File: src/rtl/uart_receiver.sv
// 16x-oversampling UART receiver: 1 start, 8 data bits MSB-first, optional even parity, 1 stop.
// Define UART_RX_PARITY_EN to add the parity bit after the data bits.
module uart_receiver #(
    parameter int CLK_FREQ = 50000000,
    parameter int BAUD     = 115200,
    parameter int OS_RATE  = 16
) (
    input  logic       clk,
    input  logic       rst,
    input  logic       rxEn,
    input  logic       rx,
    output logic [7:0] out_data,
    output logic       rxValid,
    output logic       rxBusy,
    output logic       rxFrameErr,
    output logic       rxParityErr
);

    localparam int DIV   = CLK_FREQ / (BAUD * OS_RATE);
    localparam int DIV_W = (DIV > 1) ? $clog2(DIV) : 1;

    if (DIV < 1) begin : g_div_check
        $error("uart_receiver: CLK_FREQ/(BAUD*OS_RATE) must be >= 1");
    end
    if (OS_RATE != 16) begin : g_os_check
        $error("uart_receiver: OS_RATE must be 16");
    end

    typedef enum logic [2:0] {
        S_IDLE,
        S_START,
        S_DATA,
`ifdef UART_RX_PARITY_EN
        S_PARITY,
`endif
        S_STOP,
        S_BREAK
    } state_t;

    state_t             state_q, state_d;
    logic               rx_meta_q, rx_s_q;
    logic [DIV_W-1:0]   div_cnt_q, div_cnt_d;
    logic [3:0]         samp_cnt_q, samp_cnt_d;
    logic [2:0]         bit_cnt_q, bit_cnt_d;
    logic [7:0]         shift_q, shift_d;
    logic [7:0]         out_data_q, out_data_d;
    logic               valid_q, valid_d;
    logic               frame_err_q, frame_err_d;
    logic               parity_err_q, parity_err_d;
    logic               os_tick;
    logic               parity_ok;
`ifdef UART_RX_PARITY_EN
    logic               parity_q, parity_d;
    assign parity_ok = ~^{shift_q, parity_q};
`else
    assign parity_ok = 1'b1;
`endif

    assign os_tick = (div_cnt_q == DIV_W'(DIV - 1));

    // NOTE: every variable written here gets a default first, so no path can infer a latch.
    always_comb begin
        state_d      = state_q;
        div_cnt_d    = os_tick ? '0 : div_cnt_q + DIV_W'(1);
        samp_cnt_d   = samp_cnt_q;
        bit_cnt_d    = bit_cnt_q;
        shift_d      = shift_q;
        out_data_d   = out_data_q;
        valid_d      = 1'b0;
        frame_err_d  = 1'b0;
        parity_err_d = 1'b0;
`ifdef UART_RX_PARITY_EN
        parity_d     = parity_q;
`endif
        if (!rxEn) begin
            state_d    = S_IDLE;
            samp_cnt_d = '0;
            bit_cnt_d  = '0;
        end else begin
            case (state_q)
                S_IDLE: begin
                    if (!rx_s_q) begin
                        state_d    = S_START;
                        div_cnt_d  = '0;
                        samp_cnt_d = '0;
                        bit_cnt_d  = '0;
                    end
                end
                S_START: begin
                    if (os_tick) begin
                        if (samp_cnt_q == 4'd7) begin
                            samp_cnt_d = '0;
                            state_d    = rx_s_q ? S_IDLE : S_DATA;
                        end else begin
                            samp_cnt_d = samp_cnt_q + 4'd1;
                        end
                    end
                end
                S_DATA: begin
                    if (os_tick) begin
                        if (samp_cnt_q == 4'd15) begin
                            samp_cnt_d = '0;
                            shift_d    = {shift_q[6:0], rx_s_q};
                            if (bit_cnt_q == 3'd7) begin
                                bit_cnt_d = '0;
`ifdef UART_RX_PARITY_EN
                                state_d   = S_PARITY;
`else
                                state_d   = S_STOP;
`endif
                            end else begin
                                bit_cnt_d = bit_cnt_q + 3'd1;
                            end
                        end else begin
                            samp_cnt_d = samp_cnt_q + 4'd1;
                        end
                    end
                end
`ifdef UART_RX_PARITY_EN
                S_PARITY: begin
                    if (os_tick) begin
                        if (samp_cnt_q == 4'd15) begin
                            samp_cnt_d = '0;
                            parity_d   = rx_s_q;
                            state_d    = S_STOP;
                        end else begin
                            samp_cnt_d = samp_cnt_q + 4'd1;
                        end
                    end
                end
`endif
                S_STOP: begin
                    if (os_tick) begin
                        if (samp_cnt_q == 4'd15) begin
                            samp_cnt_d = '0;
                            if (rx_s_q) begin
                                state_d = S_IDLE;
                                if (parity_ok) begin
                                    out_data_d = shift_q;
                                    valid_d    = 1'b1;
                                end else begin
                                    parity_err_d = 1'b1;
                                end
                            end else begin
                                // A low stop bit outranks any parity verdict.
                                frame_err_d = 1'b1;
                                state_d     = S_BREAK;
                            end
                        end else begin
                            samp_cnt_d = samp_cnt_q + 4'd1;
                        end
                    end
                end
                S_BREAK: begin
                    if (rx_s_q) state_d = S_IDLE;
                end
                default: state_d = S_IDLE;
            endcase
        end
    end

    // NOTE: sequential state uses non-blocking assignments so all flops update from pre-edge values.
    always_ff @(posedge clk or posedge rst) begin
        if (rst) begin
            state_q      <= S_IDLE;
            rx_meta_q    <= 1'b1;
            rx_s_q       <= 1'b1;
            div_cnt_q    <= '0;
            samp_cnt_q   <= '0;
            bit_cnt_q    <= '0;
            shift_q      <= '0;
            out_data_q   <= '0;
            valid_q      <= 1'b0;
            frame_err_q  <= 1'b0;
            parity_err_q <= 1'b0;
`ifdef UART_RX_PARITY_EN
            parity_q     <= 1'b0;
`endif
        end else begin
            state_q      <= state_d;
            rx_meta_q    <= rx;
            rx_s_q       <= rx_meta_q;
            div_cnt_q    <= div_cnt_d;
            samp_cnt_q   <= samp_cnt_d;
            bit_cnt_q    <= bit_cnt_d;
            shift_q      <= shift_d;
            out_data_q   <= out_data_d;
            valid_q      <= valid_d;
            frame_err_q  <= frame_err_d;
            parity_err_q <= parity_err_d;
`ifdef UART_RX_PARITY_EN
            parity_q     <= parity_d;
`endif
        end
    end

    assign out_data    = out_data_q;
    assign rxValid     = valid_q;
    assign rxBusy      = (state_q != S_IDLE);
    assign rxFrameErr  = frame_err_q;
    assign rxParityErr = parity_err_q;

endmodule

File: config.mk
export PLATFORM = sky130hd
export DESIGN_NAME = uart_receiver
export DESIGN_NICKNAME = d
export VERILOG_FILES = /design/src/rtl/uart_receiver.sv
export SDC_FILE = /design/constraint.sdc
export NUM_CORES = 1
export LEC_CHECK = 0
export CAP_MARGIN = 20
export CELL_PAD_IN_SITES_DETAIL_PLACEMENT = 1
export CELL_PAD_IN_SITES_GLOBAL_PLACEMENT = 2
export CORE_ASPECT_RATIO = 1.4
export CORE_MARGIN = 10
export CORE_UTILIZATION = 43
export CTS_BUF_LIST = sky130_fd_sc_hd__clkbuf_4
export CTS_CLUSTER_DIAMETER = 50
export DETAILED_ROUTE_END_ITERATION = 12
export HOLD_SLACK_MARGIN = 0.05
export PLACE_DENSITY_LB_ADDON = 0.1
export REMOVE_ABC_BUFFERS = 1
export SETUP_SLACK_MARGIN = 0.4
export SLEW_MARGIN = 10
export SYNTH_ARGS = -nofsm -noshare
export SYNTH_HDL_FRONTEND = slang
export SYNTH_SLANG_ARGS = --single-unit
File: constraint.sdc
create_clock -name clk -period 4.56 [get_ports clk]
set_clock_uncertainty 0.1 [all_clocks]
set_input_delay 0.456 -clock clk [delete_from_list [all_inputs] [get_ports clk]]
set_output_delay 0.456 -clock clk [all_outputs]
set_load 0.1 [all_outputs]
==> flow_summary.yaml <==
placed_design:
  dpl.hpwl_mm: 2.43
  gp_congestion: 0.767
  placed_area_sq_um: 1800
  portBuffers: 14
  pre_cts_ws_ns: 1.79
logic_synthesis:
  synth_area_per_cell_sq_um: 12.0
  ys_types: 36
  synth_seq_cells: 35
  ys_seq_area_share_pct: 54.0
  yosysTopAreaCell: "dfrtp_1"
  ys.flop_type: "dfrtp_1"
  synthTopCellsByArea: "dfrtp_1 51%, mux2_4 7.4%, mux2_2 6.2%"
  synth_edf_count: 0
  syn_area_sq_um: 1630
  ys_warn_count: 0
  async_flop_share_pct: 100
  yosysTopAreaCellShare_pct: 50.8
  syn_inst: 136
clock_network:
  insertion_delay_ns: 0.34
  h-tree-depth: 2
  ctsResizeCount: 0
  clockBufferDepth: 2
  numCtsBuffers: 5
  cts_root_buf: "clkbuf_4"
  ctsHoldBuffers: 0
  clock-sinks: 35
  clkTransAtPathRegs_ns: 0.10
  tritoncts: "built"
  cts_setup_buffers: 0
cells_and_area:
  nNetsFinal: 162
  drive_gt1_share_pct: 18.8
  final_cell_area_sq_um: 1870
  syn2layout_area_growth_pct: 15.2
  post-route-util_pct: 51.4
  diodes: 0
setup_path:
  critPathArrivalTime_ns: 2.26
  crit_chain: "or3_1, clkdlybuf4s50_1"
  critPathMaxFanout: 11
  crit_path_start_kind: "register"
  crit_buf_inv: 1
  critPathMaxStageDelay_ns: 0.98
  required_ns: 4.00
  crit_path_top_delay_cell: "clkdlybuf4s50_1"
  crit_family: "buffers and inverters"
  end_kind: "output port"
  crit_type: "reg2out"
grt:
  grt_max_degree: 36
  grt_antenna_before_repair: 0
  grt_pass1_wl_mm: 5.96
  grt_usage_pct: 11.1
  grt_pass1_vias: 1255
  overflow: 0
floorplan:
  fp.dieH_microns: 92.8
  ios: 16
  core_area_sq_um: 3640
  std_cell_rows: 26
  die_area_sq_um: 6680
  start_util_pct: 44.6
  die_x_microns: 72.0
sta:
  slew-limit-headroom_pct: 34.7
  grt_setup_unrepaired: "no"
  setup_viol: 0
  max_freq_ghz: 0.355
  worst_slack_ns: 1.74
  hold_violations: 0
  worstMarginPinSlew_ns: 0.976
  whs_ns: 0.263
  layout_min_cycle_time_ns: 2.82
  setup_tns_ns: 0
  period_share_pct: 61.8
  slew_violations: 0
detailed_routing:
  wirelength_mm: 3.20
  antenna_left: 0
  dr_total_vias: 1057
  drtIter0Drc: 29
  wl_per_cell_microns: 16.3
  drt-pass1-iter-count: 4
  drc: 0
  vias_per_cell: 5.39
power:
  ir_worst_vdd_mv: 0.196
  leakagePower_nw: 0.876
  power.density_nw_per_um2: 336
hold_path:
  hold_path.class: "reg2reg"
run:
  cap_violations: 0
run_status:
  run_status: "complete, no violations"
-- routing by layer --
| metal | global-route usage, % | vias to the layer above | wire length, microns |
|---|---|---|---|
| li1 | - | 507 | - |
| met1 | 11.5 | 530 | 1210 |
| met3 | 3.95 | 6 | 138 |
| met4 | 3.88 | 0 | 57 |
| met2 | 20.1 | 14 | 1790 |
| met5 | 0 | - | 0 |
-- report_power, final --
part | total, mW | switching, mW | internal [mW] | leakage (nW)
clock network | 0.214 | 0.102 | 0.113 | 0.0426
logic | 0.0673 | 0.0397 | 0.0276 | 0.358
registers | 0.349 | 0.0195 | 0.329 | 0.475
-- path summary, 6_finish.rpt --
| check | start | to | depth (start not counted) | slack, ns |
|---|---|---|---|---|
| worst max-delay path | state_q[1]$_DFFE_PP0P_ | rxBusy | 2 | 1.74 |
| worst min-delay path | rx_meta_q$_DFF_PP1_ | rx_s_q$_DFF_PP1_ | 0 | 0.26 |
| worst max register to register | div_cnt_q[0]$_DFF_PP0_ | out_data[0]$_DFFE_PP0P_ | 6 | 2.13 |
| worst min register to register | rx_meta_q$_DFF_PP1_ | rx_s_q$_DFF_PP1_ | 0 | 0.26 |
| max in group asynchronous | rst | rx_s_q$_DFF_PP1_ | 3 | 3.61 |
| min in group asynchronous | rst | out_data[3]$_DFFE_PP0P_ | 3 | 0.41 |
-- sequential cells by signal, indices dropped and copies added (netlist names), 3 cells and up --
name,count
samp_cnt_q,4
state_q,3
div_cnt_q,5
shift_q,8
out_data,8
bit_cnt_q,3
-- Yosys cell counts, types with 2 or more instances --
library cell  count
o21ai_0           5
dfrtp_1          33
nor3_1            3
nor4_1            2
a211oi_1          2
o21a_1            2
dfstp_2           2
a21oi_1           4
xnor2_1           2
inv_1             6
mux2_4            8
nor2_1           10
or4_1             2
mux2_2            9
nand3_1           3
clkbuf_1          3
ha_1              5
and2_1            2
mux2i_1           4
nand2_1          12
xor2_1            2
-- placed cells by master, fill, tap and decap left out, drive strengths merged, types with 2 or more instances in the layout --
master         count
nor3               3
nor2              10
o21a               2
clkdlybuf4s50     14
dfstp              2
a211oi             2
clkinv             2
xnor2              2
nand3              4
mux2i              4
nand2             12
or4                2
clkbuf             5
mux2              17
inv                6
dfrtp             33
nor4               2
a21oi              4
ha                 5
and2               2
o21ai              5
xor2               2
-- cell families (layout without fill, tap and decap cells) --
group           count (synthesis)  count (layout)  share of synthesized area [%]
mux                            21              21                           16.1
simple gates                   43              43                           14.2
compound gates                 16              16                           6.23
buf+inv                        11              29                           3.23
xor+xnor                        4               4                           2.15
other cells                     1               1                          0.231
fa+ha+maj                       5               5                           3.85
flops                          35              35                           54.0
-- per-stage QoR --
| stage | instances | power (mW) |
|---|---|---|
| floorplan | 131 | 0.403 |
| global placement | 188 | 0.420 |
| detailed placement | 188 | 0.424 |
| CTS | 196 | 0.643 |
| global route | 196 | 0.672 |
| finish | 196 | 0.630 |
-- worst reg2reg max path, delay by kind of cell (launching register included) --
kind                       cells  cell delay [ns]
buffers and inverters          1             0.07
DFF                            1             0.42
adders and majority gates      1             0.16
and+or+nand+nor                3             1.19
muxes                          1             0.39
-- layout make-up --
class                      count  area, sq um
fill                         405         1770
sequential                    35          878
multi-input combinational     90          696
timing repair buffer          15          148
tap                           42         52.6
clock inverter                 3         38.8
clock buffer                   5         37.5
inverter                       6         22.5
Power figures use the tool's default switching activity.
